### src/rtl/seven_segment_reader.sv
// Samples a multiplexed seven-segment display, debounces each digit strobe and
// assembles four decoded BCD digits into a frame delivered over a valid/ready handshake.
module seven_segment_reader #(
  parameter int unsigned STABLE_CYCLES = 4
) (
  input  logic        clk,
  input  logic        reset,
  input  logic [6:0]  seg,
  input  logic [3:0]  digit_sel,
  output logic [15:0] out_value,
  output logic [3:0]  out_err,
  output logic        out_valid,
  input  logic        out_ready,
  output logic        overrun
);

  localparam int unsigned CNT_W = 4;
  localparam int unsigned NUM_DIGITS = 4;
  localparam logic [CNT_W-1:0] STABLE = CNT_W'(STABLE_CYCLES);

  logic [6:0]       prev_seg;
  logic [3:0]       prev_sel;
  logic             prev_ok;
  logic [CNT_W-1:0] run_cnt;
  logic             captured;
  logic [3:0]       mask;
  logic [15:0]      slot_value;
  logic [3:0]       slot_err;

  logic             one_hot_c;
  logic             same_c;
  logic [CNT_W-1:0] cnt_next_c;
  logic             captured_next_c;
  logic             capture_c;
  logic             frame_done_c;
  logic [1:0]       idx_c;
  logic [3:0]       dec_bcd_c;
  logic             dec_err_c;
  logic [15:0]      slot_value_next_c;
  logic [3:0]       slot_err_next_c;

  assign one_hot_c = (digit_sel != 4'd0) && ((digit_sel & (digit_sel - 4'd1)) == 4'd0);
  assign same_c    = prev_ok && (seg == prev_seg) && (digit_sel == prev_sel);

  // Segment pattern to BCD; anything unrecognised is flagged and reads back as F.
  always_comb begin
    dec_bcd_c = 4'hF;
    dec_err_c = 1'b0;
    case (seg)
      7'b1111110: dec_bcd_c = 4'd0;
      7'b0110000: dec_bcd_c = 4'd1;
      7'b1101101: dec_bcd_c = 4'd2;
      7'b1111001: dec_bcd_c = 4'd3;
      7'b0110011: dec_bcd_c = 4'd4;
      7'b1011011: dec_bcd_c = 4'd5;
      7'b1011111: dec_bcd_c = 4'd6;
      7'b1110000: dec_bcd_c = 4'd7;
      7'b1111111: dec_bcd_c = 4'd8;
      7'b1111011: dec_bcd_c = 4'd9;
      default:    dec_err_c = 1'b1;
    endcase
  end

  always_comb begin
    idx_c = 2'd0;
    case (digit_sel)
      4'b0010: idx_c = 2'd1;
      4'b0100: idx_c = 2'd2;
      4'b1000: idx_c = 2'd3;
      default: idx_c = 2'd0;
    endcase
  end

  // Run counter saturates at STABLE so a long hold never re-triggers a capture.
  always_comb begin
    cnt_next_c      = '0;
    captured_next_c = 1'b0;
    capture_c       = 1'b0;
    if (one_hot_c) begin
      if (same_c) begin
        cnt_next_c      = (run_cnt >= STABLE) ? STABLE : run_cnt + CNT_W'(1);
        captured_next_c = captured;
      end else begin
        cnt_next_c      = CNT_W'(1);
        captured_next_c = 1'b0;
      end
      capture_c       = (cnt_next_c == STABLE) && !captured_next_c;
      captured_next_c = captured_next_c | capture_c;
    end
  end

  always_comb begin
    slot_value_next_c = slot_value;
    slot_err_next_c   = slot_err;
    if (capture_c) begin
      slot_value_next_c[4*idx_c +: 4] = dec_bcd_c;
      slot_err_next_c[idx_c]          = dec_err_c;
    end
  end

  assign frame_done_c = capture_c && ((mask | digit_sel) == 4'(2**NUM_DIGITS - 1));

  always_ff @(posedge clk) begin
    if (reset) begin
      prev_seg   <= '0;
      prev_sel   <= '0;
      prev_ok    <= 1'b0;
      run_cnt    <= '0;
      captured   <= 1'b0;
      mask       <= '0;
      slot_value <= '0;
      slot_err   <= '0;
      out_value  <= '0;
      out_err    <= '0;
      out_valid  <= 1'b0;
      overrun    <= 1'b0;
    end else begin
      prev_seg   <= seg;
      prev_sel   <= digit_sel;
      prev_ok    <= 1'b1;
      run_cnt    <= cnt_next_c;
      captured   <= captured_next_c;
      slot_value <= slot_value_next_c;
      slot_err   <= slot_err_next_c;

      if (frame_done_c) begin
        mask <= '0;
      end else if (capture_c) begin
        mask <= mask | digit_sel;
      end

      // A completed frame either replaces the held one or is dropped while the consumer stalls.
      if (frame_done_c) begin
        if (!out_valid || out_ready) begin
          out_value <= slot_value_next_c;
          out_err   <= slot_err_next_c;
          out_valid <= 1'b1;
        end else begin
          overrun <= 1'b1;
        end
      end else if (out_valid && out_ready) begin
        out_valid <= 1'b0;
      end
    end
  end

endmodule

### config.mk
export PLATFORM = sky130hd
export DESIGN_NAME = seven_segment_reader
export DESIGN_NICKNAME = d
export VERILOG_FILES = /design/src/rtl/seven_segment_reader.sv
export SDC_FILE = /design/constraint.sdc
export NUM_CORES = 1
export LEC_CHECK = 0
export BUFFER_PORTS_ARGS = -buffer_cell sky130_fd_sc_hd__clkbuf_2
export CAP_MARGIN = 25
export CORE_MARGIN = 4
export CORE_UTILIZATION = 50
export CTS_CLUSTER_SIZE = 40
export DETAILED_ROUTE_END_ITERATION = 6
export PLACE_DENSITY = 0.71
export SLEW_MARGIN = 20
export SYNTH_ARGS = -nofsm -noshare
export SYNTH_HDL_FRONTEND = slang
export SYNTH_SLANG_ARGS = --single-unit
export TNS_END_PERCENT = 5
### constraint.sdc
create_clock -name clk -period 2.7 [get_ports clk]
set_clock_uncertainty 0.2 [all_clocks]
set_input_delay 0.27 -clock clk [delete_from_list [all_inputs] [get_ports clk]]
set_output_delay 0.27 -clock clk [all_outputs]
set_load 0.05 [all_outputs]
==> metrics.yaml, run 1 <==
power_density_nw_per_um2: 577
io_pins: 36
row_count: 26
wl_per_cell_um: 13.9
drc: 0
crit_end: "out_value[13]"
cts.sinks: 63
cts_hold_buf: 0
maxSlewViolCount: 0
n_antenna_cell: 0
areaGrowthSynthToFinish_pct: 17.8
grt_max_degree: 41
regToRegSetupSlack_ps: 260
syn_area_sq_um: 2740
fin_tns_setup_ps: 0
cp_max_fo: 40
multi_input_area_sq_um: 1350
startpoint_type: "register"
dpl_worst_slack_ps: 24.7
final_cell_mix: "dfxtp_1, nor2_1, clkbuf_2"
drive_above_1_share_pct: 23.2
regArea_sq_um: 1260
coreArea_sq_um: 5200
min_period_ps: 2440
synth-seq-area-share_pct: 46.1
grt_antenna_before_repair: 0
io_buffers: 35
fmax_ghz: 0.410
cts_tree: "done"
p_leak_nw: 1.23
firstDrtPassIters: 4
cts_buffers: 9
arrival_ps: 2480
synthesis.nets: 317
cp-end-kind: "register"
synth.distinct_cells: 47
globalRouteOverflowTotal: 0
grt_pass1_vias: 2094
ctsRootBufferMaster: "clkbuf_8"
finalWorstSetupSlack_ps: 259
synth_cells: 298
dr_total_vias: 2187
criticalPathCategory: "register to register"
r2r_start: "run_cnt[0]"
gp_congestion: 0.843
dp_hpwl_mm: 4.07
grt_pass1_wl_mm: 9.79
status: "completed"
clock_latency_ps: 330
clockBufferDepth: 2
min_path_cells: 2
synth_area_per_cell_sq_um: 9.18
peakVddDrop_mv: 0.327
path_clk_slew_ps: 70
final_common_cell: "dfxtp_1"
die_y_um: 82.0
drt_iter0_drc: 137
die_w_um: 82.0
hold_viol: 0
timing.rr.end: "out_value[13]"
startpoint: "run_cnt[0]"
period_share_pct: 90.4
fillCellCount: 474
ant_nets: 0
viasPerCell: 5.33
reg2regPathDepth: 7
wl_mm: 5.70
finalSetupViolCount: 0
dieArea_sq_um: 6720
grt_util_all_layers_pct: 19.6
start_util_pct: 52.5
power.total_mw: 1.86
cp.required_ps: 2730
holdCritPathClass: "input port to register"
layout.nets: 356
ys_ff_latch: 63
drv_cap: 0
synth-warning-count: 0
rsz0062_at_grt: "false"
htree_levels: 3
per-layer routing:
metal	track usage [%]	wire length, um	part of all wire, %	vias to the layer above
li1	-	-	-	1134
met1	24.2	2600	46	1001
met2	31.3	2740	48	39
met3	5.92	219	3.8	13
met4	8.64	140	2.5	0
met5	0	0	0	-
power by group:
part | leakage [nW] | switching [mW] | internal, mW | total [mW]
combinational | 0.625 | 0.0845 | 0.0527 | 0.137
clock | 0.0940 | 0.338 | 0.438 | 0.775
sequential | 0.511 | 0.00516 | 0.941 | 0.946
total | 1.23 | 0.427 | 1.43 | 1.86
state kept, by name, summed over array words and instances, names as in the netlist:
| register | count |
|---|---|
| captured | 1 |
| overrun | 1 |
| prev_sel | 4 |
| out_value | 16 |
| prev_seg | 7 |
| mask | 4 |
| prev_ok | 1 |
| slot_err | 4 |
| out_err | 4 |
| out_valid | 1 |
| slot_value | 16 |
| run_cnt | 4 |
repair_timing:
item,4_1_cts,5_1_grt
resized for setup,0,2
endpoints found under the setup margin,0,4
setup buffers,0,0
cells in the mapped netlist, drive strengths merged:
cell | instances | area [sq um]
clkinv | 1 | 3.75
xnor2 | 12 | 105
a21o | 1 | 7.51
o31a | 9 | 78.8
o211ai | 1 | 7.51
and3b | 1 | 8.76
o221a | 1 | 11.3
nor4bb | 1 | 10.0
nor2b | 10 | 62.6
nand3 | 7 | 35.0
a311o | 1 | 10.0
nor3 | 7 | 40.0
nor2 | 51 | 191
nor4b | 2 | 30.0
and3 | 2 | 12.5
o22ai | 2 | 12.5
o21ai | 2 | 10.0
mux2i | 5 | 50.1
a211oi | 23 | 188
inv | 8 | 30.0
nand4bb | 1 | 11.3
a21boi | 1 | 7.51
nand2 | 5 | 18.8
o21a | 1 | 7.51
mux2 | 1 | 11.3
clkbuf | 9 | 33.8
o32a | 1 | 10.0
buf | 14 | 71.3
and2 | 1 | 6.26
xor2 | 2 | 17.5
nand4 | 7 | 43.8
nand2b | 1 | 6.26
or4b | 1 | 10.0
or3 | 7 | 43.8
dfxtp | 63 | 1260
conb | 1 | 3.75
or2 | 2 | 12.5
a21oi | 16 | 80.1
ha | 5 | 62.6
a22oi | 7 | 52.6
nor4 | 5 | 58.8
cells by family (layout without fill, tap and decap cells):
group,count (synthesis),count (layout),synth area share [%]
AOI/OAI and AO/OA,66,66,17.7
xor gates and xnor gates,14,14,4.48
adders and majority gates,5,5,2.29
buffers and inverters,32,74,5.08
DFF,63,63,46.1
muxes,6,6,2.24
other,1,1,0.137
and+or+nand+nor,111,111,22.0
per-stage QoR:
step                      cells  util [%]  instance area (sq um)  hold WS, ps
after floorplan             298         -                   2740          198
after CTS                   410      61.7                   3210         66.3
after global placement      396      58.1                   3030          256
after global routing        410      61.9                   3220         78.8
final                       410      61.9                   3220         75.3
after detailed placement    396      58.1                   3030          269
how the worst min path moves through the flow:
stage                       start     endpoint  slack, ps
after floorplan            seg[3]  prev_seg[3]        200
after global placement    overrun      overrun        260
after detailed placement  overrun      overrun        270
after CTS                  seg[3]  prev_seg[3]         70
after global routing       seg[3]  prev_seg[3]         80
final                      seg[3]  prev_seg[3]         80
area by class of cell:
class	count	share of cell area (%)
Clock inverter	4	1.48
Tap cell	70	2.72
Clock buffer	10	4.27
Sequential cell	63	39.1
Timing Repair Buffer	51	9.55
Inverter	9	1.05
Multi-Input combinational cell	203	41.8
critical path, stage by stage (launching register included):
cell and delay [ps]:
dfxtp_1 330, ha_1 300, o21a_1 240, or3_4 420, nor4_4 320, buf_12 230, nor2_1 60, a211oi_1 230
Power figures use the tool's default switching activity.
==> run 2: changes to the inputs <==
Settings changed: MAX_ROUTING_LAYER from default to met4.
==> run 2 against run 1 <==
Final cell count stayed put; register-to-register slack about the same; first-iteration DRC count is 21% higher; wire length is 0.37% lower; highest routed layer unchanged; setup slack improved by 2.5 ps; sequential share of layout area did not move; sequential cell count stayed put; clock power barely moved; fmax grew 0.10%; via count grew 1.2%.
==> metrics.yaml, run 2 (synthesized netlist as in run 1, its figures left out) <==
layout.nets: 356  # unchanged
drt_iter0_drc: 166  # was 137
crit_chain: "ha_1, o21a_1, or3_4, nor4_4, buf_12, nor2_1, a211oi_1"  # unchanged
cp-end-kind: "register"  # unchanged
final_cell_mix: "dfxtp_1, nor2_1, clkbuf_2"  # unchanged
finalSetupViolCount: 0  # unchanged
coreArea_sq_um: 5200  # unchanged
criticalPathCategory: "register to register"  # unchanged
p_int_mw: 1.43  # about the same
regArea_sq_um: 1260  # unchanged
start_util_pct: 52.5  # unchanged
p_leak_nw: 1.23  # unchanged
firstDrtPassIters: 4  # unchanged
cp_slowest_cell: "or3_4"  # unchanged
fmax_ghz: 0.410  # about the same
grt_antenna_before_repair: 0  # unchanged
reg2regPathDepth: 7  # unchanged
p_switching_mw: 0.427  # about the same
cts.sinks: 63  # unchanged
p_comb_share_pct: 7.4  # about the same
power_density_nw_per_um2: 577  # about the same
gp_congestion: 0.856  # was 0.843
rsz0062_at_grt: "false"  # unchanged
status: "completed"  # unchanged
final_core_util_pct: 61.9  # unchanged
n_antenna_cell: 0  # unchanged
cp_max_fo: 40  # unchanged
cp.required_ps: 2740  # was 2730 ps
switching_share_pct: 23.0  # about the same
hold_start: "seg[3]"  # unchanged
cts_setup_buffers: 0  # unchanged
p_clk_share_pct: 41.7  # about the same
drive_above_1_share_pct: 23.2  # unchanged
maxSlewViolCount: 0  # unchanged
io_buffers: 35  # unchanged
dr_wl_met2_mm: 2.75  # was 2.74 mm
viasPerCell: 5.40  # was 5.33
cts_tree: "done"  # unchanged
crit_path_max_incr_delay_ps: 420  # about the same
io_pins: 36  # unchanged
fillCellCount: 474  # unchanged
wl_per_cell_um: 13.9  # about the same
drv_cap: 0  # unchanged
largestRegisters: "out_value (16), slot_value (16), prev_seg (7)"  # unchanged
row_count: 26  # unchanged
peakVddDrop_mv: 0.327  # about the same
regToRegSetupSlack_ps: 260  # about the same
fin_tns_setup_ps: 0  # unchanged
min_period_ps: 2440  # about the same
htree_levels: 3  # unchanged
dr_total_vias: 2213  # was 2187
hold_viol: 0  # unchanged
drc: 0  # unchanged
cts_hold_buf: 0  # unchanged
clockBufferDepth: 2  # unchanged
cts_buffers: 9  # unchanged
globalRouteOverflowTotal: 0  # unchanged
grt_util_all_layers_pct: 20.1  # was 19.6%
r2r_start: "run_cnt[0]"  # unchanged
wl_mm: 5.68  # was 5.70 mm
startpoint_type: "register"  # unchanged
grt_max_degree: 41  # unchanged
die_y_um: 82.0  # unchanged
min_path_cells: 2  # unchanged
ctsRootBufferMaster: "clkbuf_8"  # unchanged
worstHoldEndpoint: "prev_seg[3]"  # unchanged
grt_pass1_vias: 2098  # was 2094
final_cell_area_sq_um: 3220  # unchanged
wl_met3_um: 209  # was 219 um
timing.rr.end: "out_value[13]"  # unchanged
grt_pass1_wl_mm: 9.76  # was 9.79 mm
dp_hpwl_mm: 4.07  # unchanged
arrival_ps: 2480  # about the same
holdWs_ps: 74.7  # was 75.3 ps
wl_met1_mm: 2.58  # was 2.60 mm
multi_input_area_sq_um: 1350  # unchanged
die_w_um: 82.0  # unchanged
holdCritPathClass: "input port to register"  # unchanged
power.sequential.fraction_pct: 50.9  # about the same
power.total_mw: 1.86  # about the same
dpl_cell_area_sq_um: 3030  # unchanged
path_clk_slew_ps: 70  # about the same
cts-resized-gates: 0  # unchanged
clock_latency_ps: 330  # about the same
period_share_pct: 90.3  # was 90.4%
dieArea_sq_um: 6720  # unchanged
ant_nets: 0  # unchanged
top_layer: "met4"  # unchanged
areaGrowthSynthToFinish_pct: 17.8  # unchanged
final_common_cell: "dfxtp_1"  # unchanged
-- run 2: cell counts in the layout (fill, tap and decap cells not counted) --
Identical to the previous run, type by type.
-- run 2: cell type report --
class,instances,share of cell area (%)
multi-input combinational,203,41.8
sequential,63,39.1
timing repair buffer,51,9.55
clock buffer,10,4.27
tap,70,2.72
clock inverter,4,1.48
inverter,9,1.05
-- run 2: power groups by stage --
stage	sequential, mW	clock [mW]	combinational, mW
6_report	0.946	0.775	0.137
4_1_cts	0.946	0.792	0.136
3_5_place_dp	0.967	0	0.135
5_1_grt	0.946	0.829	0.153
2_1_floorplan	0.966	0	0.0992
3_3_place_gp	0.966	0	0.133
-- run 2: worst max-delay path: cells and delay by family, from the launching register on --
kind / cells / cell delay, ps
and+or+nand+nor: 3 / 800
AOI/OAI and AO/OA: 2 / 460
DFF: 1 / 330
adders and majority gates: 1 / 300
buffers and inverters: 1 / 230
-- run 2: through the flow --
step | worst slack (ps) | cells
final | 261 | 410
after CTS | 135 | 410
after detailed placement | 24.7 | 396
after global placement | 135 | 396
after global routing | 82.3 | 410
after floorplan | 208 | 298
-- run 2: worst max path at each step --
stage / start / to / slack, ps
floorplan: digit_sel[3] / out_value[4] / 210
global placement: digit_sel[3] / out_value[8] / 140
detailed placement: digit_sel[3] / out_value[4] / 20
CTS: run_cnt[0] / out_value[13] / 140
global route: prev_sel[1] / out_value[12] / 80
finish: run_cnt[0] / out_value[13] / 260
-- run 2: layer usage --
layer  vias up  track usage, %
li1       1129               -
met1      1025            24.4
met2        45            31.3
met3        14            4.28
met4         0            10.1
met5         -               -
==> run 3: changes to the inputs <==
Clock period 2.7 ns to 2.35 ns, I/O delays scaled along.
==> run 3 against run 2 <==
The flow now finishes with violations (setup timing); via count rose by 8.7%; non-clock buffer count rose by 29; sequential power rose by 15%; sequential share of layout area fell by 5.5 points; clock power rose by 45%; count of clock-buffer cells in the layout rose by 4; critical path type unchanged; largest power group is now clock.
==> metrics.yaml, run 3 (synthesized netlist as in run 1, its figures left out) <==
status: "finished with violations"  # was completed
violations: "setup timing"
clockBufferDepth: 2  # unchanged
viasPerCell: 5.45  # was 5.40
fin_tns_setup_ps: -17.0  # was 0 ps
cts.sinks: 63  # unchanged
row_count: 26  # unchanged
path_clk_slew_ps: 70  # about the same
p_leak_nw: 1.52  # was 1.23 nW
startpoint_type: "register"  # unchanged
final_common_cell: "dfxtp_1"  # unchanged
clock_latency_ps: 350  # was 330 ps
worstHoldEndpoint: "out_valid"  # was prev_seg[3]
grt_pass1_wl_mm: 10.0  # was 9.76 mm
ant_nets: 0  # unchanged
fmax_ghz: 0.422  # was 0.410 GHz
cts_buffers: 9  # unchanged
drc: 0  # unchanged
maxSlewViolCount: 0  # unchanged
reg2regPathDepth: 8  # was 7
drv_cap: 0  # unchanged
htree_levels: 3  # unchanged
grt_util_all_layers_pct: 20.5  # was 20.1%
dpl_cell_area_sq_um: 3210  # was 3030 sq um
period_share_pct: 101  # was 90.3%
dieArea_sq_um: 6720  # unchanged
coreArea_sq_um: 5200  # unchanged
dr_total_vias: 2405  # was 2213
relSlewSlack_pct: 64.9
wl_per_cell_um: 15.3  # was 13.9 um
cts_tree: "done"  # unchanged
grt_max_degree: 40  # was 41
final_cell_area_sq_um: 3750  # was 3220 sq um
timing.rr.end: "out_value[4]"  # was out_value[13]
globalRouteOverflowTotal: 0  # unchanged
cp.required_ps: 2410  # was 2740 ps
min_period_ps: 2370  # was 2440 ps
power_density_nw_per_um2: 647  # was 577 nW/um^2
final_cell_mix: "dfxtp_1, nor2_1, buf_4"  # was dfxtp_1, nor2_1, clkbuf_2
arrival_ps: 2430  # was 2480 ps
r2r_start: "run_cnt[1]"  # was run_cnt[0]
cp_max_fo: 6  # was 40
grt_pass1_vias: 2161  # was 2098
cp-end-kind: "register"  # unchanged
rsz0062_at_grt: "true"  # was false
holdCritPathClass: "input port to register"  # unchanged
die_y_um: 82.0  # unchanged
regArea_sq_um: 1260  # about the same
areaGrowthSynthToFinish_pct: 37.2  # was 17.8%
cts_hold_buf: 0  # unchanged
regToRegSetupSlack_ps: -20  # was 260 ps
grt_antenna_before_repair: 0  # unchanged
dp_hpwl_mm: 4.19  # was 4.07 mm
tightest_slew_ps: 527
layout.nets: 385  # was 356
fillCellCount: 392  # was 474
finalSetupViolCount: 1  # was 0
start_util_pct: 52.5  # unchanged
criticalPathCategory: "register to register"  # unchanged
finalWorstSetupSlack_ps: -17.0  # was 261 ps
drt_iter0_drc: 102  # was 166
hold_viol: 0  # unchanged
drive_above_1_share_pct: 38.8  # was 23.2%
wl_mm: 6.77  # was 5.68 mm
die_w_um: 82.0  # unchanged
io_pins: 36  # unchanged
peakVddDrop_mv: 0.668  # was 0.327 mV
gp_congestion: 0.837  # was 0.856
firstDrtPassIters: 4  # unchanged
hold_start: "out_ready"  # was seg[3]
n_antenna_cell: 0  # unchanged
multi_input_area_sq_um: 1560  # was 1350 sq um
min_path_cells: 4  # was 2
io_buffers: 35  # unchanged
largestRegisters: "out_value (16), slot_value (16), prev_seg (7)"  # unchanged
ctsRootBufferMaster: "clkbuf_8"  # unchanged
run 3: worst max path at each step:
| stage | start | end | slack (ps) |
|---|---|---|---|
| floorplan | digit_sel[3] | out_value[4] | -40 |
| global placement | digit_sel[3] | out_value[8] | -160 |
| detailed placement | digit_sel[3] | out_value[4] | -220 |
| CTS | prev_seg[1] | out_value[2] | -6 |
| global route | run_cnt[0] | out_value[4] | -100 |
| finish | run_cnt[1] | out_value[4] | -20 |
run 3: metal layers:
| layer | part of all wire, % | global-route usage [%] | up-vias |
|---|---|---|---|
| li1 | - | - | 1197 |
| met1 | 41 | 24.7 | 1130 |
| met2 | 50 | 31.9 | 63 |
| met3 | 6.6 | 6.69 | 15 |
| met4 | 2.0 | 7.48 | 0 |
| met5 | 0 | - | - |
run 3: what timing repair did:
item,4_1_cts,5_1_grt
gates cloned,0,1
pin swaps,5,19
resized for setup,3,38
endpoints found under the setup margin,24,23
setup buffers,0,8
run 3: metrics by stage:
step	cells	setup WS [ps]	hold slack, ps	power (mW)	util [%]
global placement	416	-164	256	1.29	61.7
floorplan	298	-36.4	163	1.23	-
global route	441	-96.4	30.9	2.51	72.1
CTS	432	-5.60	11.8	2.41	66.6
finish	441	-17.0	25.4	2.43	72.1
detailed placement	416	-225	277	1.29	61.7
run 3: worst max-delay path, cell delays in order (launching register included):
cell and delay (ps):
dfxtp_2 330, ha_4 230, o21a_1 190, or3_4 460
buf_6 160, nor4_4 270, buf_4 180, a22oi_2 80
a211oi_2 190
run 3: report_power, final:
group	internal [mW]	switching, mW
sequential	1.08	0.00962
combinational	0.0980	0.116
clock	0.714	0.408
run 3: cell type report:
| type | instances | share of cell area (%) |
|---|---|---|
| multi-input cells | 203 | 41.5 |
| flip-flops and latches | 63 | 33.7 |
| repair buffers | 80 | 15.1 |
| clock buffers | 14 | 4.87 |
| well taps | 70 | 2.33 |
| clock inverters | 2 | 1.60 |
| inverters | 9 | 0.900 |
